File: src/rtl/fl_recovery_ctrl.sv
// Branch-mispredict recovery sequencer: walks squashed ROB entries youngest->oldest restoring
// Told into the map table, rolls the freelist tail back, then commands the ROB squash.
module fl_recovery_ctrl #(
    parameter int unsigned C_ROB_ENTRY_NUM = 32,
    parameter int unsigned C_ROB_IDX       = 5,
    parameter int unsigned C_ARCH_REG_NUM  = 32,
    parameter int unsigned C_ARCH_IDX      = 5,
    parameter int unsigned C_PHY_IDX       = 6,
    parameter int unsigned C_WALK_NUM      = 2
) (
    input  logic                              clk_i,
    input  logic                              rst_ni,
    input  logic                              br_mis_valid_i,
    input  logic [C_ROB_IDX-1:0]              br_mis_rob_idx_i,
    input  logic [C_ROB_IDX-1:0]              rob_tail_i,
    output logic [C_WALK_NUM*C_ROB_IDX-1:0]   rob_rd_idx_o,
    input  logic [C_WALK_NUM*C_ARCH_IDX-1:0]  rob_rd_arch_i,
    input  logic [C_WALK_NUM*C_PHY_IDX-1:0]   rob_rd_tag_i,
    input  logic [C_WALK_NUM*C_PHY_IDX-1:0]   rob_rd_told_i,
    output logic [C_WALK_NUM-1:0]             mt_wr_en_o,
    output logic [C_WALK_NUM*C_ARCH_IDX-1:0]  mt_wr_arch_o,
    output logic [C_WALK_NUM*C_PHY_IDX-1:0]   mt_wr_tag_o,
    output logic                              fl_rollback_o,
    output logic [C_PHY_IDX-1:0]              vfl_tag_o,
    output logic                              rob_squash_o,
    output logic                              dp_stall_o,
    output logic                              busy_o
);

    localparam int unsigned ROB_MASK  = C_ROB_ENTRY_NUM - 1;
    localparam int unsigned ARCH_MASK = C_ARCH_REG_NUM - 1;

    typedef enum logic [1:0] {
        S_IDLE     = 2'd0,
        S_WALK     = 2'd1,
        S_ROLLBACK = 2'd2,
        S_SQUASH   = 2'd3
    } state_e;

    state_e                 state_q, state_d;
    logic [C_ROB_IDX-1:0]   ptr_q, ptr_d;
    logic [C_ROB_IDX-1:0]   cnt_q, cnt_d;
    logic [C_PHY_IDX-1:0]   vfl_q, vfl_d;
    logic                   seen_q, seen_d;

    logic [C_ROB_IDX-1:0]   idx0, idx1, step;
    logic [C_ARCH_IDX-1:0]  arch0, arch1;
    logic [C_PHY_IDX-1:0]   tag0, tag1;
    logic                   nz0, nz1, wr0, wr1;

    // Slot decode: slot0 is the younger entry at ptr, slot1 the older one below it.
    always_comb begin
        idx0  = ptr_q & C_ROB_IDX'(ROB_MASK);
        idx1  = (ptr_q - C_ROB_IDX'(1)) & C_ROB_IDX'(ROB_MASK);
        arch0 = rob_rd_arch_i[C_ARCH_IDX-1:0] & C_ARCH_IDX'(ARCH_MASK);
        arch1 = rob_rd_arch_i[2*C_ARCH_IDX-1:C_ARCH_IDX] & C_ARCH_IDX'(ARCH_MASK);
        tag0  = rob_rd_tag_i[C_PHY_IDX-1:0];
        tag1  = rob_rd_tag_i[2*C_PHY_IDX-1:C_PHY_IDX];
        nz0   = (state_q == S_WALK) && (cnt_q > C_ROB_IDX'(0)) && (tag0 != '0);
        nz1   = (state_q == S_WALK) && (cnt_q > C_ROB_IDX'(1)) && (tag1 != '0);
        wr1   = nz1;
        // Same arch in both slots: the older Told is the one that must survive.
        wr0   = nz0 && !(nz1 && (arch0 == arch1));
        step  = (cnt_q >= C_ROB_IDX'(C_WALK_NUM)) ? C_ROB_IDX'(C_WALK_NUM) : cnt_q;
    end

    // State and walk registers.
    always_ff @(posedge clk_i or negedge rst_ni) begin
        if (!rst_ni) begin
            state_q <= S_IDLE;
            ptr_q   <= '0;
            cnt_q   <= '0;
            vfl_q   <= '0;
            seen_q  <= 1'b0;
        end else begin
            state_q <= state_d;
            ptr_q   <= ptr_d;
            cnt_q   <= cnt_d;
            vfl_q   <= vfl_d;
            seen_q  <= seen_d;
        end
    end

    // Next-state and walk bookkeeping.
    always_comb begin
        state_d = state_q;
        ptr_d   = ptr_q;
        cnt_d   = cnt_q;
        vfl_d   = vfl_q;
        seen_d  = seen_q;
        unique case (state_q)
            S_IDLE: begin
                if (br_mis_valid_i) begin
                    ptr_d   = (rob_tail_i - C_ROB_IDX'(1)) & C_ROB_IDX'(ROB_MASK);
                    cnt_d   = (rob_tail_i - br_mis_rob_idx_i - C_ROB_IDX'(1)) & C_ROB_IDX'(ROB_MASK);
                    vfl_d   = '0;
                    seen_d  = 1'b0;
                    state_d = (cnt_d != '0) ? S_WALK : S_SQUASH;
                end
            end
            S_WALK: begin
                ptr_d = (ptr_q - step) & C_ROB_IDX'(ROB_MASK);
                cnt_d = cnt_q - step;
                if (nz1) begin
                    vfl_d  = tag1;
                    seen_d = 1'b1;
                end else if (nz0) begin
                    vfl_d  = tag0;
                    seen_d = 1'b1;
                end
                if (cnt_d == '0) begin
                    state_d = seen_d ? S_ROLLBACK : S_SQUASH;
                end
            end
            S_ROLLBACK: state_d = S_SQUASH;
            S_SQUASH:   state_d = S_IDLE;
            default:    state_d = S_IDLE;
        endcase
    end

    // Output decode of the registered state.
    always_comb begin
        rob_rd_idx_o  = '0;
        mt_wr_en_o    = '0;
        mt_wr_arch_o  = '0;
        mt_wr_tag_o   = '0;
        fl_rollback_o = 1'b0;
        vfl_tag_o     = '0;
        rob_squash_o  = 1'b0;
        busy_o        = (state_q != S_IDLE);
        unique case (state_q)
            S_WALK: begin
                rob_rd_idx_o = {idx1, idx0};
                mt_wr_en_o   = {wr1, wr0};
                mt_wr_arch_o = {arch1, arch0};
                mt_wr_tag_o  = rob_rd_told_i;
            end
            S_ROLLBACK: begin
                fl_rollback_o = 1'b1;
                vfl_tag_o     = vfl_q;
            end
            S_SQUASH: rob_squash_o = 1'b1;
            default: ;
        endcase
    end

    assign dp_stall_o = br_mis_valid_i | (state_q != S_IDLE);

endmodule

File: config.mk
export PLATFORM = sky130hd
export DESIGN_NAME = fl_recovery_ctrl
export DESIGN_NICKNAME = d
export VERILOG_FILES = /design/src/rtl/fl_recovery_ctrl.sv
export SDC_FILE = /design/constraint.sdc
export NUM_CORES = 1
export LEC_CHECK = 0
export ABC_AREA = 0
export BUFFER_PORTS_ARGS = -buffer_cell sky130_fd_sc_hd__buf_4
export CORE_ASPECT_RATIO = 0.9
export CORE_MARGIN = 3
export CORE_UTILIZATION = 29
export CTS_BUF_LIST = sky130_fd_sc_hd__clkbuf_4
export DETAILED_ROUTE_END_ITERATION = 10
export HOLD_SLACK_MARGIN = 0.03
export PLACE_DENSITY_LB_ADDON = 0.05
export SYNTH_ARGS = -nofsm -noshare
export SYNTH_HDL_FRONTEND = slang
export SYNTH_SLANG_ARGS = --single-unit
File: constraint.sdc
create_clock -name clk_i -period 6.4 [get_ports clk_i]
set_clock_uncertainty 0.1 [all_clocks]
set_input_delay 0.96 -clock clk_i [delete_from_list [all_inputs] [get_ports clk_i]]
set_output_delay 0.96 -clock clk_i [all_outputs]
set_load 0.005 [all_outputs]
After elaboration in Yosys (flattened, before gate mapping) --
Index checks and enable logic that the tools add are counted.
Word-level totals: output and inout bits 44, logic and storage cells 65, memories kept 0, bits in registers 19, bits in latches 0, bits in writable memories 0, input port bits 47, ROM bits 0
Operators by class: equal/unequal tests 7, bitwise gates (word level) 1, reductions and logical operators 17, divide/modulo/power cells 0, add/subtract/negate cells 6, shift-type cells 0, magnitude comparators 3, mux-type cells 26, multiply operators 0
Operators with widths (number):
- 6-bit two-way mux | 4
- 10-bit two-way mux | 2
- 5-bit one-hot mux with 2 select lines | 2
- 5-bit two-way mux | 3
- 5-bit by 1-bit subtractor with 5-bit output (second input constant) | 3
- 5-bit subtractor | 3
- 12-bit two-way mux | 1
- 6-bit one-hot mux with 2 select lines | 1
- 6-bit nonzero test | 2
- 5-bit by 1-bit greater-than comparator with 1-bit output (second input constant) | 2
- 2-bit two-way mux | 4
- 2-bit one-hot mux with 4 select lines | 1
- 1-bit two-way mux | 7
- 1-bit logical AND | 6
- 5-bit == test | 1
- 5-bit by 2-bit greater-or-equal comparator with 1-bit output (second input constant) | 1
- 5-bit zero test | 1
- 5-bit nonzero test | 1
- 2-bit == test (second input constant) | 2
- 2-bit AND reduction | 2
- 2-bit nonzero test | 2
- 3-bit != test (second input constant) | 1
- 3-bit AND reduction | 1
- 2-bit by 1-bit == test with 1-bit output (second input constant) | 1
- other kinds (6) | 6

Logic depth before layout (Yosys ltp) --
depth after elaboration 9, depth in mapped cells 11, mapped depth without buffers 11

Worst setup path after synthesis --
Ideal clock, no wire load.
kind in2reg, start point input port br_mis_rob_idx_i[0], end point register state_q[1], required time 6.235 ns, path buffers 0, setup time 0.065 ns, arrival time 2.724 ns, slack 3.511 ns, stages on the path 7, cell sequence inv_1 ha_1 fa_1 xor2_1 or4b_2 o32ai_1 mux2_2
On the way: word-level cells in the longest chain between the ends 6
Ends and longest elaborated chain:
- from (decl) | RTL line 14 | input logic [C_ROB_IDX-1:0] br_mis_rob_idx_i,
- 5-bit subtractor | RTL line 95 | cnt_d = (rob_tail_i - br_mis_rob_idx_i - C_ROB_IDX'(1)) & C_ROB_IDX'(ROB_MASK);
- 5-bit by 1-bit subtractor with 5-bit output | RTL line 95
- 5-bit nonzero test | RTL line 98 | state_d = (cnt_d != '0) ? S_WALK : S_SQUASH;
- 2-bit two-way mux | RTL line 98
- 2-bit two-way mux | RTL line 93 | if (br_mis_valid_i) begin
- 2-bit one-hot mux with 4 select lines | RTL line 91 | unique case (state_q)
- to (signal assigned) | RTL line 76 | state_q <= state_d;
- to (decl) | RTL line 40 | state_e state_q, state_d;
No other way between the ends. The select of a mux whose other input is x is not followed. A chain may end at the register's enable or synchronous reset.

Final worst setup path --
start point register state_q[1], end point output port mt_wr_en_o[1]
On the way: word-level cells in the longest chain between the ends 4
Ends and longest elaborated chain:
- 2-bit by 1-bit == test with 1-bit output * | RTL line 60, 131
- 1-bit logical AND (2 in a row) | RTL line 60 | nz1 = (state_q == S_WALK) && (cnt_q > C_ROB_IDX'(1)) && (tag1 != '0);
- 2-bit two-way mux * | RTL line 131 | unique case (state_q)
- to (decl) | RTL line 20 | output logic [C_WALK_NUM-1:0] mt_wr_en_o,
Every way passes the cells marked *; elsewhere a longest branch is shown, timed or not.

==> results.ini <==
[layout]
synthToLayoutAreaGrowth_pct=39.5
layout-drive-gt1-share_pct=32.1
multi_input_area_mm2=0.00136
antenna_cells=0
area.sequential_um2=475
fill_cells=693
postLayoutCellArea_mm2=0.00275
nets=406

[setup_path]
worst_setup_path_end_kind=primary output
reg2reg_depth=8
r2r_start=state_q[1]$_DFFE_PN0P_
critPathMaxFanout=46
crit_path_start_kind=flip-flop
crit_required_ps=5340
criticalPathCategory=flip-flop to primary output
r2r_end=vfl_q[5]$_DFFE_PN0P_
worst_ep_arrival_time_ps=2760
rrSetupSlack_ps=3580

[yosys]
synth_top_area_cell=dfrtp_1
synth-compound-area-share_pct=19.3
synthDistinctLibCells=52
seq_area_frac_synth_pct=24.1
async_reset_ff_share_pct=100
ys_top_cells_by_count=30 x and2_1, 28 x nor2_1, 22 x nand2_1
synthCells=254
ys_ff_latch=19
muxShareOfSynthArea_pct=2.60
avgSynthCellArea_um2=7.75
synth_top_family_by_area=simple AND/OR/NAND/NOR gates
ys_warn_count=0
synthAdderAreaFrac_pct=12.2
netlist.area_leader.share_pct=24.1
ys_top_cells_by_area=dfrtp_1 24%, ha_1 10%, and2_1 9.5%
synthMostInstantiatedCell=and2_1
yosys.area_share.simple_pct=27.1
syn_area_mm2=0.00197
synth_xor_xnor_area_share_pct=7.56
synth_ff_type=dfrtp_1
synth_edf_count=0

[clocking]
cts.sinks=19
cts_setup_buffers=0
clock-root-buffer=clkbuf_4
clkLatencyLatePin_ps=310
clk_path_buf_depth=2
cts_resized=0
cts_tree=done
htree_num_levels=1
cts_buffers=3
postCtsHoldBufs=0
cts.clk_slew.worst_paths_ps=120

[timing]
fin_crit_sh_pct=59.6
tightestPinTransition_ps=730
fmax_ghz=0.262
period_needed_ps=3820
maxSlewViolCount=0
hold_viol_final=0
timing.hold.ws_ps=380
slew_headroom_pct=51.0
rsz0062_at_grt=false
setup_viol=0
setup-tns-final_ps=0
finalWorstSetupSlack_ps=2580

[run_status]
status=completed

[hold_path]
hold_start=vfl_q[5]$_DFFE_PN0P_
hold_class=flip-flop to flip-flop
hold_path_end=vfl_q[5]$_DFFE_PN0P_
holdPathStages=2

[grt]
antenna_found_initial=0
grt_pass1_wl_um=9310
grt_max_degree=47
track_usage_pct=14.5
grt-ovfl-total=0
grt_pass1_vias=1954

[place]
gp_congestion=0.805
dpl.hpwl_um=4400
port_buffers=90
dpl_worst_slack_ps=2940
place_area_mm2=0.00272

[floorplanning]
coreArea_mm2=0.00635
rows=27
ios=91
start_util_pct=31.0
die_width_um=92.9
dieArea_mm2=0.00782
dieHeight_um=84.2

[route]
drt_iter0_markers=85
via_per_inst=4.44
antenna_left=0
vias=1895
first_pass_iters=4
wirelength_um=5300
wl_per_cell_um=12.4
post-route-drc-count=0

[flow_run]
max_cap_violations=0

[power_and_ir_drop]
leakage_nw=1.36
vdd_drop_max_mv=0.190
power_density_mw_per_mm2=394

==> worst max-delay path: stages, from the launching register on <==
cell	delay, ps
dfrtp_1	440
inv_1	120
ha_1	150
buf_4	360
inv_1	430
a211oi_2	710
buf_4	220
==> metrics by stage <==
stage	utilization (%)	power [mW]	instances
CTS	43.2	1.10	427
global placement	42.8	1.03	423
detailed placement	42.8	1.03	423
finish	43.2	1.08	427
global route	43.2	1.22	427
floorplan	-	0.748	256
==> cell families after synthesis <==
logic type	after synthesis
compound gates	59
buf+inv	32
flops	19
simple gates	103
fa+ha+maj	18
other cells	1
xor+xnor	17
mux	5
==> placed cells by master, fill, tap and decap left out, types with 2 or more instances in the layout <==
cell,n
o21ai_0,14
a21o_1,3
clkbuf_4,3
nand3_1,2
fa_1,2
dfrtp_1,19
xnor2_1,9
ha_1,16
mux2i_1,4
conb_1,3
nand2_1,22
a21oi_1,21
buf_4,92
nor2b_1,4
nor3_1,5
nor2_1,28
nand4_1,2
o22ai_1,4
and2_1,30
xor2_1,8
inv_1,19
==> state kept, by name, summed over array words and instances (netlist names) <==
signal   count
vfl_q        6
cnt_q        5
idx0         5
state_q      2
seen_q       1
==> how the worst max path moves through the flow <==
stage | startpoint | endpoint | slack [ps] | cells after the start
2_1_floorplan | br_mis_rob_idx_i[0] | state_q[1]$_DFFE_PN0P_ | 3510 | 7
3_3_place_gp | state_q[1]$_DFFE_PN0P_ | mt_wr_en_o[1] | 2970 | 6
3_5_place_dp | state_q[1]$_DFFE_PN0P_ | mt_wr_en_o[1] | 2940 | 6
4_1_cts | state_q[1]$_DFFE_PN0P_ | mt_wr_en_o[1] | 2570 | 6
5_1_grt | state_q[1]$_DFFE_PN0P_ | mt_wr_en_o[1] | 2240 | 6
6_report | state_q[1]$_DFFE_PN0P_ | mt_wr_en_o[1] | 2580 | 6
==> area by class of cell <==
| type | instances | area share [%] |
|---|---|---|
| well taps | 87 | 3.96 |
| clock inverters | 1 | 0.182 |
| flip-flops and latches | 19 | 17.3 |
| multi-input cells | 205 | 49.7 |
| clock buffers | 3 | 0.820 |
| inverters | 20 | 2.92 |
| repair buffers | 92 | 25.1 |
==> power by group <==
group / internal (mW) / leakage (nW) / switching (mW) / total (mW)
sequential: 0.177 / 0.231 / 0.0572 / 0.234
clock: 0.0234 / 0.0177 / 0.0410 / 0.0644
combinational: 0.382 / 1.12 / 0.401 / 0.783
==> metal layers <==
layer  GRT usage [%]  part of all wire, %
met5               0                    0
met4            2.80                 0.81
met3            2.96                  5.4
met2            23.8                   46
met1            19.7                   47
Power figures use the tool's default switching activity.
